### src/rtl/sipo_word_receiver.sv
// Serial-in, parallel-out word receiver: assembles WIDTH-bit words from strobed bits
// and presents them in a holding register behind a valid/ready handshake.
module sipo_word_receiver #(
  parameter int WIDTH     = 4,
  parameter bit MSB_FIRST = 1'b1
) (
  input  logic                     i_clk,
  input  logic                     i_rst,
  input  logic                     i_d,
  input  logic                     i_shift,
  input  logic                     i_clr,
  output logic [WIDTH-1:0]         o_data,
  output logic                     o_valid,
  input  logic                     i_ready,
  output logic                     o_overrun,
  output logic [$clog2(WIDTH)-1:0] o_bit_cnt
);

  localparam int CW = $clog2(WIDTH);
  localparam logic [CW-1:0] LAST_BIT = CW'(WIDTH - 1);

  logic [WIDTH-1:0] shift_reg;
  logic [WIDTH-1:0] next_word;
  logic             complete;
  logic             transfer;

  // next_word is the shift register after absorbing i_d; on completion it is the full word
  always_comb begin
    next_word = '0;
    if (MSB_FIRST) next_word = {shift_reg[WIDTH-2:0], i_d};
    else           next_word = {i_d, shift_reg[WIDTH-1:1]};
  end

  assign complete = i_shift && !i_clr && (o_bit_cnt == LAST_BIT);
  assign transfer = o_valid && i_ready;

  always_ff @(posedge i_clk) begin
    if (i_rst) begin
      shift_reg <= '0;
      o_bit_cnt <= '0;
      o_data    <= '0;
      o_valid   <= 1'b0;
      o_overrun <= 1'b0;
    end else begin
      if (i_clr) begin
        shift_reg <= '0;
        o_bit_cnt <= '0;
        o_overrun <= 1'b0;
      end else if (i_shift) begin
        if (complete) begin
          shift_reg <= '0;
          o_bit_cnt <= '0;
        end else begin
          shift_reg <= next_word;
          o_bit_cnt <= o_bit_cnt + 1'b1;
        end
      end

      // A transfer on the completing edge frees the slot, so the new word is not lost
      if (complete) begin
        if (!o_valid || transfer) begin
          o_data  <= next_word;
          o_valid <= 1'b1;
        end else begin
          o_overrun <= 1'b1;
        end
      end else if (transfer) begin
        o_valid <= 1'b0;
      end
    end
  end

endmodule

### config.mk
export PLATFORM = sky130hd
export DESIGN_NAME = sipo_word_receiver
export DESIGN_NICKNAME = d
export VERILOG_FILES = /design/src/rtl/sipo_word_receiver.sv
export SDC_FILE = /design/constraint.sdc
export NUM_CORES = 1
export LEC_CHECK = 0
export ABC_CLOCK_PERIOD_IN_PS = 2000
export CAP_MARGIN = 20
export CORE_MARGIN = 5
export CORE_UTILIZATION = 30
export CTS_CLUSTER_DIAMETER = 100
export DETAILED_ROUTE_END_ITERATION = 16
export SKIP_CTS_REPAIR_TIMING = 1
export SYNTH_ARGS = -nofsm -noshare
export SYNTH_HDL_FRONTEND = slang
export SYNTH_SLANG_ARGS = --single-unit
### constraint.sdc
create_clock -name i_clk -period 2 [get_ports i_clk]
set_input_delay 0.2 -clock i_clk [delete_from_list [all_inputs] [get_ports i_clk]]
set_output_delay 0.2 -clock i_clk [all_outputs]
set_load 0.05 [all_outputs]
==> summary.md, run 1 <==
## Outcome
* **result of the run** complete, no violations

## Clock tree
* **number of sinks handled by clock tree synthesis** 11
* **cell at the root of the clock tree** sky130_fd_sc_hd__clkbuf_4
* **clock latency on the worst-skew pair** 0.26 ns
* **Worst-path clk slew** 0.07 ns
* **Max H-tree Level** 1
* **clock buffer count from CTS** 3
* **buffers from clock root to sink, at most** 2
* **clock tree from TritonCTS** built

## Finish
* **number of inserted filler cells in the final layout** 157
* **final non-filler cell total** 80
* **Post-Layout Inst Area** 658 um^2
* **Final nets** 72
* **synth-to-layout area growth** 34.5%
* **max FFs per register** 4
* **Diodes inserted** 0
* **fraction of layout instances using a drive strength above 1** 0.109

## Timing
* **final setup violation count** 0
* **final critical path time including I/O delays and setup** 1.67 ns
* **total negative slack** 0 ns
* **number of max-slew violations in the final report** 0
* **RSZ-0062 raised after global routing** no
* **Period Utilization, post-route** 0.837
* **Setup WS post-layout** 0.326 ns
* **Slew headroom** 0.658
* **skew final** 0.000301 ns
* **Tightest Pin Transition** 0.511 ns
* **endpoints failing hold** 0
* **Max Clk Rate** 597 MHz

## Logic synthesis
* **post-synthesis instance total** 48
* **dominant cell type by area after synthesis** sky130_fd_sc_hd__dfxtp_1
* **nets in the synthesized netlist** 55
* **number of different library cells in the post-synthesis netlist** 15
* **most common library cells after synthesis** sky130_fd_sc_hd__dfxtp_1, sky130_fd_sc_hd__nand2b_1, sky130_fd_sc_hd__mux2i_1, sky130_fd_sc_hd__nor2_1
* **yosys synthesis warning count** 0
* **Yosys top cell area share** 0.450
* **post-synthesis sequential area ratio** 0.450
* **commonest register cell after synthesis** sky130_fd_sc_hd__dfxtp_1
* **total of flip-flops plus latches after synthesis** 11
* **number of synthesized flops with an enable pin** 0
* **top post-synthesis cells by area** sky130_fd_sc_hd__dfxtp_1, sky130_fd_sc_hd__nand2b_1, sky130_fd_sc_hd__mux2i_1, sky130_fd_sc_hd__nand3b_1, sky130_fd_sc_hd__nor2_1
* **async set-reset flop share out of synthesis** 0
* **cell area after synthesis** 489 um^2
* **syn_area_per_cell** 10.2 um^2

## Global routing
* **antenna violations before repair** 0
* **overflow left after global routing** 0
* **Total GRT Usage** 0.0767
* **first-pass GRT wire length** 1500 um
* **largest net degree at the start of global routing** 11
* **vias in the first global route** 347

## Pwr
* **pwr dens** 624 nW/um^2
* **Net Sw Power** 0.0932 mW
* **power consumption** 0.411 mW
* **Pleak** 0.229 nW
* **fraction of power consumed by combinational cells** 0.091
* **share of total power consumed by net switching** 0.227
* **internal power contribution** 0.318 mW
* **proportion of power drawn by the clock network** 0.367
* **maximum vdd ir drop** 0.000418 V
* **part of the total power dissipated in sequential elements** 0.542

## Place
* **cell total after placement** 76
* **Setup WS pre-CTS** 0.600 ns
* **placed cell area** 632 um^2
* **DP Wirelength** 704 um
* **number of I/O port buffers** 13
* **Routability Congestion** 0.616

## Setup path
* **CP max stage delay** 0.83 ns
* **peak fanout along the critical path** 4
* **family with the most delay on the worst path** buffers and inverters
* **CP Data Required Time** 1.80 ns
* **Critical Path AT** 1.47 ns
* **list of cells traversed by the critical path** clkdlybuf4s50_1
* **CP max-delay cell** sky130_fd_sc_hd__clkdlybuf4s50_1
* **Crit Path Category** register to primary output
* **Buf+Inv Stages, Crit Path** 1
* **crit end category** primary output
* **nature of the critical path startpoint** register

## Detailed routing
* **met1 WL** 398 um
* **aggregate routed wire length** 927 um
* **Via-to-Cell Ratio** 4.63
* **violation count after the first detailed-route iteration** 6
* **average wire length per cell after detail routing** 11.6 um
* **highest metal layer with signal wires** met3
* **antenna violation net count after detailed routing** 0
* **met2 WL post-DR** 446 um
* **WL met3** 83 um
* **drt pass-1 iters** 4
* **total DRC errors in the routed layout** 0
* **overall via count from detail_route** 370

## Die
* **Chip Height** 50.4 um
* **Die Outline Area** 2540 um^2
* **core outline area** 1520 um^2
* **initial cell density of the core** 0.321
* **width of the chip** 50.4 um
* **total I/O pin count** 14
* **FP Rows** 14

## Job
* **max-cap violation count** 0

## Min path
* **kind of path behind the tightest hold check** register to register

-- placed cells by master (no fill, tap or decap), drive strengths merged --
cell	count
nor2b	1
a21oi	3
buf	1
o21ba	1
nor2	5
nand3b	3
nand2b	11
dfxtp	11
nor3	1
ha	1
clkdlybuf4s50	13
or2	1
nand2	1
a31oi	1
mux2i	6
clkbuf	4
-- routing by layer --
| layer | track usage | up-vias |
|---|---|---|
| met2 | 0.121 | 11 |
| met1 | 0.0844 | 168 |
| met5 | 0 | - |
| met4 | 0.0383 | 0 |
| met3 | 0.0385 | 0 |
| li1 | - | 191 |
-- through the flow --
stage,hold slack [ns],util
2_1_floorplan,0.271,-
3_3_place_gp,0.457,0.415
3_5_place_dp,0.458,0.415
4_1_cts,0.471,0.432
5_1_grt,0.494,0.432
6_report,0.468,0.432
-- final cells by class --
| type | instances | area [um^2] | share of cell area |
|---|---|---|---|
| clock buffers | 4 | 26.3 | 0.0399 |
| multi-input cells | 35 | 254 | 0.386 |
| flip-flops and latches | 11 | 220 | 0.335 |
| well taps | 16 | 20.0 | 0.0304 |
| repair buffers | 14 | 138 | 0.209 |
-- power by group through the flow --
stage                     Clock [mW]  Sequential, mW  Combinational (mW)
after global routing           0.168           0.223              0.0405
after detailed placement           0           0.228              0.0379
after floorplan                    0           0.232              0.0162
after global placement             0           0.228              0.0373
final                          0.151           0.223              0.0375
after CTS                      0.158           0.223              0.0379
-- logic make-up (layout without fill, tap and decap cells) --
logic type / Yosys count / count (layout) / synth area share
simple gates: 23 / 23 / 0.307
flops: 11 / 11 / 0.450
mux: 6 / 6 / 0.123
compound gates: 5 / 5 / 0.0639
buf+inv: 2 / 18 / 0.0307
fa+ha+maj: 1 / 1 / 0.0256
-- worst paths after layout --
path	startpoint	end	slack, ns	cells after the start
max	o_bit_cnt[0]	o_bit_cnt[0]	0.33	1
min	o_overrun	o_overrun	0.47	2
max reg2reg	o_bit_cnt[0]	o_data[3]	0.67	4
min reg2reg	o_overrun	o_overrun	0.47	2
Power figures use the tool's default switching activity.
==> run 2, diff against run 1 <==
Settings changed: ABC_CLOCK_PERIOD_IN_PS 2000 to 1740.
Clock period 2 ns to 1.74 ns, I/O delays scaled along.
==> summary.md, run 2 (synthesis gave the netlist of run 1 again) <==
## Outcome
* **result of the run** complete, no violations, unchanged

## Die
* **Chip Height** 50.4 um, unchanged
* **core outline area** 1520 um^2, unchanged
* **width of the chip** 50.4 um, unchanged
* **FP Rows** 14, unchanged
* **total I/O pin count** 14, unchanged
* **initial cell density of the core** 0.321, unchanged
* **Die Outline Area** 2540 um^2, unchanged

## Pwr
* **part of the total power dissipated in sequential elements** 0.544, was 0.542
* **fraction of power consumed by combinational cells** 0.091, about the same
* **maximum vdd ir drop** 0.000550 V, was 0.000418 V
* **share of total power consumed by net switching** 0.224, was 0.227
* **Net Sw Power** 0.106 mW, was 0.0932 mW
* **pwr dens** 716 nW/um^2, was 624 nW/um^2
* **proportion of power drawn by the clock network** 0.365, was 0.367
* **internal power contribution** 0.365 mW, was 0.318 mW
* **Pleak** 0.229 nW, unchanged
* **power consumption** 0.471 mW, was 0.411 mW

## Timing
* **number of max-slew violations in the final report** 0, unchanged
* **Slew headroom** 0.665, was 0.658
* **final setup violation count** 0, unchanged
* **total negative slack** 0 ns, unchanged
* **endpoints failing hold** 0, unchanged
* **Tightest Pin Transition** 0.501 ns, was 0.511 ns
* **skew final** 0.00119 ns, was 0.000301 ns
* **final critical path time including I/O delays and setup** 1.66 ns
* **Period Utilization, post-route** 0.955
* **Max Clk Rate** 602 MHz
* **hold slack** 0.475 ns, was 0.468 ns
* **RSZ-0062 raised after global routing** no, unchanged

## Finish
* **final non-filler cell total** 80, unchanged
* **fraction of layout instances using a drive strength above 1** 0.109, unchanged
* **Diodes inserted** 0, unchanged
* **number of inserted filler cells in the final layout** 144, was 157
* **multi-input logic area** 254 um^2, unchanged
* **most frequent standard cell in the layout excluding fill and tap cells** sky130_fd_sc_hd__clkdlybuf4s50_1, unchanged
* **most frequent cells in the layout** sky130_fd_sc_hd__clkdlybuf4s50_1, sky130_fd_sc_hd__nand2b_1, sky130_fd_sc_hd__dfxtp_1, sky130_fd_sc_hd__mux2i_1, sky130_fd_sc_hd__nor2_1, unchanged
* **end-of-flow core utilization** 0.432, unchanged
* **max FFs per register** 4, unchanged
* **synth-to-layout area growth** 34.5%, unchanged
* **flip-flop and latch area** 220 um^2, unchanged
* **Final nets** 72, unchanged

## Detailed routing
* **average wire length per cell after detail routing** 11.4 um, was 11.6 um
* **drt pass-1 iters** 3, was 4
* **aggregate routed wire length** 912 um, was 927 um
* **Via-to-Cell Ratio** 4.59, was 4.63
* **antenna violation net count after detailed routing** 0, unchanged
* **total DRC errors in the routed layout** 0, unchanged
* **violation count after the first detailed-route iteration** 4, was 6
* **overall via count from detail_route** 367, was 370

## Setup path
* **Buf+Inv Stages, Crit Path** 1, unchanged
* **nature of the critical path startpoint** register, unchanged
* **peak fanout along the critical path** 4, unchanged
* **list of cells traversed by the critical path** clkdlybuf4s50_1, unchanged
* **CP max-delay cell** sky130_fd_sc_hd__clkdlybuf4s50_1, unchanged
* **Reg2Reg Launch Point** o_bit_cnt[0], unchanged
* **crit end category** primary output, unchanged
* **worst setup path end** o_bit_cnt[0], unchanged
* **cell count along the critical path** 1, unchanged
* **CP Data Required Time** 1.57 ns, was 1.80 ns
* **CP max stage delay** 0.83 ns, about the same
* **worst reg-to-reg setup slack** 0.40 ns, was 0.67 ns
* **start point of the critical path** o_bit_cnt[0], unchanged
* **family with the most delay on the worst path** buffers and inverters, unchanged
* **Critical Path AT** 1.49 ns, was 1.47 ns
* **Crit Path Category** register to primary output, unchanged
* **FF-to-FF path depth** 4, unchanged
* **capture point of the worst reg-to-reg path** o_data[3], unchanged

## Place
* **cell total after placement** 76, unchanged
* **DP Wirelength** 701 um, was 704 um
* **Routability Congestion** 0.616, about the same
* **number of I/O port buffers** 13, unchanged

## Global routing
* **Total GRT Usage** 0.0810, was 0.0767
* **first-pass GRT wire length** 1610 um, was 1500 um
* **vias in the first global route** 342, was 347
* **overflow left after global routing** 0, unchanged
* **antenna violations before repair** 0, unchanged
* **largest net degree at the start of global routing** 11, unchanged

## Min path
* **kind of path behind the tightest hold check** register to register, unchanged

## Clock tree
* **buffers from clock root to sink, at most** 2, unchanged
* **cell at the root of the clock tree** sky130_fd_sc_hd__clkbuf_4, unchanged
* **clock latency on the worst-skew pair** 0.26 ns, about the same
* **number of sinks handled by clock tree synthesis** 11, unchanged
* **Worst-path clk slew** 0.07 ns, about the same
* **clock tree from TritonCTS** built, unchanged
* **clock buffer count from CTS** 3, unchanged
* **Max H-tree Level** 1, unchanged

## Job
* **max-cap violation count** 0, unchanged

## run 2: cell counts in the layout (fill, tap and decap cells not counted)
Identical to the previous run, type by type.
## run 2: through the flow
stage / instance area (um^2) / setup WS (ns)
2_1_floorplan: 489 / 0.202
3_3_place_gp: 632 / 0.401
3_5_place_dp: 632 / 0.369
4_1_cts: 658 / 0.0625
5_1_grt: 658 / 0.0257
6_report: 658 / 0.0789
## run 2: metal layers
layer / vias up / wire [um] / GRT usage
li1: 193 / - / -
met1: 164 / 422 / 0.104
met2: 10 / 417 / 0.117
met3: 0 / 73 / 0.0503
met4: 0 / 0 / 0.0128
met5: - / 0 / 0
## run 2: area by class of cell
type / instances / area share
Multi-Input combinational cell: 35 / 0.386
Sequential cell: 11 / 0.335
Timing Repair Buffer: 14 / 0.209
Clock buffer: 4 / 0.0399
Tap cell: 16 / 0.0304
## run 2: how the worst min path moves through the flow
stage / startpoint / end / cells past startpoint
2_1_floorplan: i_rst / o_valid / 1
3_3_place_gp: o_data[1] / o_data[1] / 2
3_5_place_dp: o_data[1] / o_data[1] / 2
6_report: shift_reg[2] / shift_reg[2] / 2
5_1_grt: o_data[1] / o_data[1] / 2
4_1_cts: shift_reg[2] / shift_reg[2] / 2
## run 2: power by group through the flow
stage | sequential [mW] | clock [mW] | combinational, mW
2_1_floorplan | 0.267 | 0 | 0.0186
3_3_place_gp | 0.262 | 0 | 0.0429
3_5_place_dp | 0.262 | 0 | 0.0434
4_1_cts | 0.256 | 0.180 | 0.0435
5_1_grt | 0.257 | 0.196 | 0.0465
6_report | 0.256 | 0.172 | 0.0429
## run 2: worst reg2reg max path, cell delays in order, from the launching register on
cell	delay (ns)
sky130_fd_sc_hd__dfxtp_1	0.39
sky130_fd_sc_hd__ha_1	0.33
sky130_fd_sc_hd__nand2_4	0.09
sky130_fd_sc_hd__nor3_4	0.25
sky130_fd_sc_hd__mux2i_1	0.22
==> run 3, diff against run 2 <==
Settings changed: ABC_CLOCK_PERIOD_IN_PS 1740 to 1400.
Clock period 1.74 ns to 1.4 ns, I/O delays scaled along.
==> summary.md, run 3 (synthesis gave the netlist of run 1 again) <==
## Timing
* **endpoints failing hold** 0, unchanged
* **skew final** 0.000384 ns, was 0.00119 ns
* **final critical path time including I/O delays and setup** 1.21 ns
* **final setup violation count** 0, unchanged
* **Max Clk Rate** 823 MHz
* **Tightest Pin Transition** 0.340 ns, was 0.501 ns
* **Slew headroom** 0.773, was 0.665
* **total negative slack** 0 ns, unchanged
* **Period Utilization, post-route** 0.868
* **RSZ-0062 raised after global routing** no, unchanged
* **number of max-slew violations in the final report** 0, unchanged

## Detailed routing
* **average wire length per cell after detail routing** 11.8 um, was 11.4 um
* **drt pass-1 iters** 3, unchanged
* **antenna violation net count after detailed routing** 0, unchanged
* **violation count after the first detailed-route iteration** 3, was 4
* **Via-to-Cell Ratio** 4.62, was 4.59
* **aggregate routed wire length** 964 um, was 912 um
* **overall via count from detail_route** 379, was 367
* **total DRC errors in the routed layout** 0, unchanged

## Setup path
* **CP max-delay cell** sky130_fd_sc_hd__dfxtp_2, was sky130_fd_sc_hd__clkdlybuf4s50_1
* **crit end category** register, was primary output
* **CP max stage delay** 0.38 ns, was 0.83 ns
* **Crit Path Category** register to register, was register to primary output
* **start point of the critical path** o_bit_cnt[0], unchanged
* **nature of the critical path startpoint** register, unchanged
* **Reg2Reg Launch Point** o_bit_cnt[0], unchanged
* **Critical Path AT** 1.41 ns, was 1.49 ns
* **CP Data Required Time** 1.60 ns, was 1.57 ns
* **peak fanout along the critical path** 4, unchanged
* **list of cells traversed by the critical path** ha_1 -> nand2_4 -> nor3_4 -> mux2i_1, was clkdlybuf4s50_1
* **FF-to-FF path depth** 4, unchanged

## Finish
* **most frequent standard cell in the layout excluding fill and tap cells** sky130_fd_sc_hd__nand2b_1, was sky130_fd_sc_hd__clkdlybuf4s50_1
* **most frequent cells in the layout** sky130_fd_sc_hd__nand2b_1, sky130_fd_sc_hd__buf_4, sky130_fd_sc_hd__dfxtp_1, sky130_fd_sc_hd__mux2i_1, was sky130_fd_sc_hd__clkdlybuf4s50_1, sky130_fd_sc_hd__nand2b_1, sky130_fd_sc_hd__dfxtp_1, sky130_fd_sc_hd__mux2i_1, sky130_fd_sc_hd__nor2_1
* **Final nets** 74, was 72
* **flip-flop and latch area** 223 um^2, was 220 um^2
* **synth-to-layout area growth** 36.6%, was 34.5%
* **fraction of layout instances using a drive strength above 1** 0.288, was 0.109
* **number of inserted filler cells in the final layout** 162, was 144
* **multi-input logic area** 254 um^2, unchanged
* **Diodes inserted** 0, unchanged
* **max FFs per register** 4, unchanged
* **end-of-flow core utilization** 0.438, was 0.432

## Pwr
* **part of the total power dissipated in sequential elements** 0.540, was 0.544
* **Net Sw Power** 0.133 mW, was 0.106 mW
* **Pleak** 0.259 nW, was 0.229 nW
* **proportion of power drawn by the clock network** 0.362, was 0.365
* **internal power contribution** 0.459 mW, was 0.365 mW
* **share of total power consumed by net switching** 0.225, was 0.224
* **fraction of power consumed by combinational cells** 0.099, was 0.091
* **maximum vdd ir drop** 0.000451 V, was 0.000550 V
* **pwr dens** 887 nW/um^2, was 716 nW/um^2

## Global routing
* **Total GRT Usage** 0.0941, was 0.0810
* **first-pass GRT wire length** 1770 um, was 1610 um
* **vias in the first global route** 394, was 342
* **overflow left after global routing** 0, unchanged
* **antenna violations before repair** 0, unchanged
* **largest net degree at the start of global routing** 10, was 11

## Die
* **total I/O pin count** 14, unchanged
* **width of the chip** 50.4 um, unchanged
* **Die Outline Area** 2540 um^2, unchanged
* **FP Rows** 14, unchanged
* **initial cell density of the core** 0.321, unchanged
* **core outline area** 1520 um^2, unchanged
* **Chip Height** 50.4 um, unchanged

## Clock tree
* **Worst-path clk slew** 0.07 ns, about the same
* **clock latency on the worst-skew pair** 0.27 ns, was 0.26 ns
* **number of sinks handled by clock tree synthesis** 11, unchanged
* **Max H-tree Level** 1, unchanged
* **clock tree from TritonCTS** built, unchanged
* **cell at the root of the clock tree** sky130_fd_sc_hd__clkbuf_4, unchanged
* **buffers from clock root to sink, at most** 2, unchanged
* **clock buffer count from CTS** 3, unchanged

## Min path
* **launch instance of the worst min-delay path** o_overrun, was shift_reg[2]
* **number of cells on the worst hold path** 2, unchanged
* **kind of path behind the tightest hold check** register to register, unchanged

## Place
* **number of I/O port buffers** 13, unchanged
* **Routability Congestion** 0.687, was 0.616
* **DP Wirelength** 756 um, was 701 um

## Outcome
* **result of the run** complete, no violations, unchanged

## Job
* **max-cap violation count** 0, unchanged

-- run 3: layout make-up --
cell class | count | area share
clock buffers | 4 | 0.0393
multi-input cells | 35 | 0.380
well taps | 16 | 0.0300
repair buffers | 16 | 0.217
flip-flops and latches | 11 | 0.333
-- run 3: critical path: cells and delay by family (launching register included) --
| kind | cells | cell delay (ns) |
|---|---|---|
| flops | 1 | 0.38 |
| simple gates | 2 | 0.32 |
| mux | 1 | 0.23 |
| fa+ha+maj | 1 | 0.22 |
-- run 3: metrics by stage --
stage	cell area, um^2	instances	total power, mW	setup WS (ns)	hold WS [ns]
CTS	668	82	0.605	0.155	0.472
global placement	642	78	0.386	0.113	0.461
floorplan	492	48	0.356	0.0582	0.211
global route	668	82	0.627	0.0783	0.489
detailed placement	642	78	0.386	0.101	0.459
finish	668	82	0.593	0.185	0.467
-- run 3: power by group through the flow --
| stage | logic [mW] | registers (mW) | clock network, mW |
|---|---|---|---|
| after floorplan | 0.0232 | 0.333 | 0 |
| after global placement | 0.0586 | 0.327 | 0 |
| after detailed placement | 0.0590 | 0.327 | 0 |
| after CTS | 0.0592 | 0.320 | 0.226 |
| after global routing | 0.0639 | 0.320 | 0.243 |
| final | 0.0584 | 0.320 | 0.214 |
-- run 3: path summary, 6_finish.rpt --
kind,to,slack [ns]
max reg2reg,o_data[2],0.19
min reg2reg,o_overrun,0.47
max,o_data[2],0.19
min,o_overrun,0.47
-- run 3: layer usage --
layer | part of all wire | up-vias | global-route usage | wire length, um
li1 | - | 197 | - | -
met4 | 0.0093 | 0 | 0.0511 | 9
met2 | 0.46 | 9 | 0.142 | 444
met3 | 0.067 | 2 | 0.0533 | 65
met5 | 0 | - | 0 | 0
met1 | 0.46 | 171 | 0.104 | 444
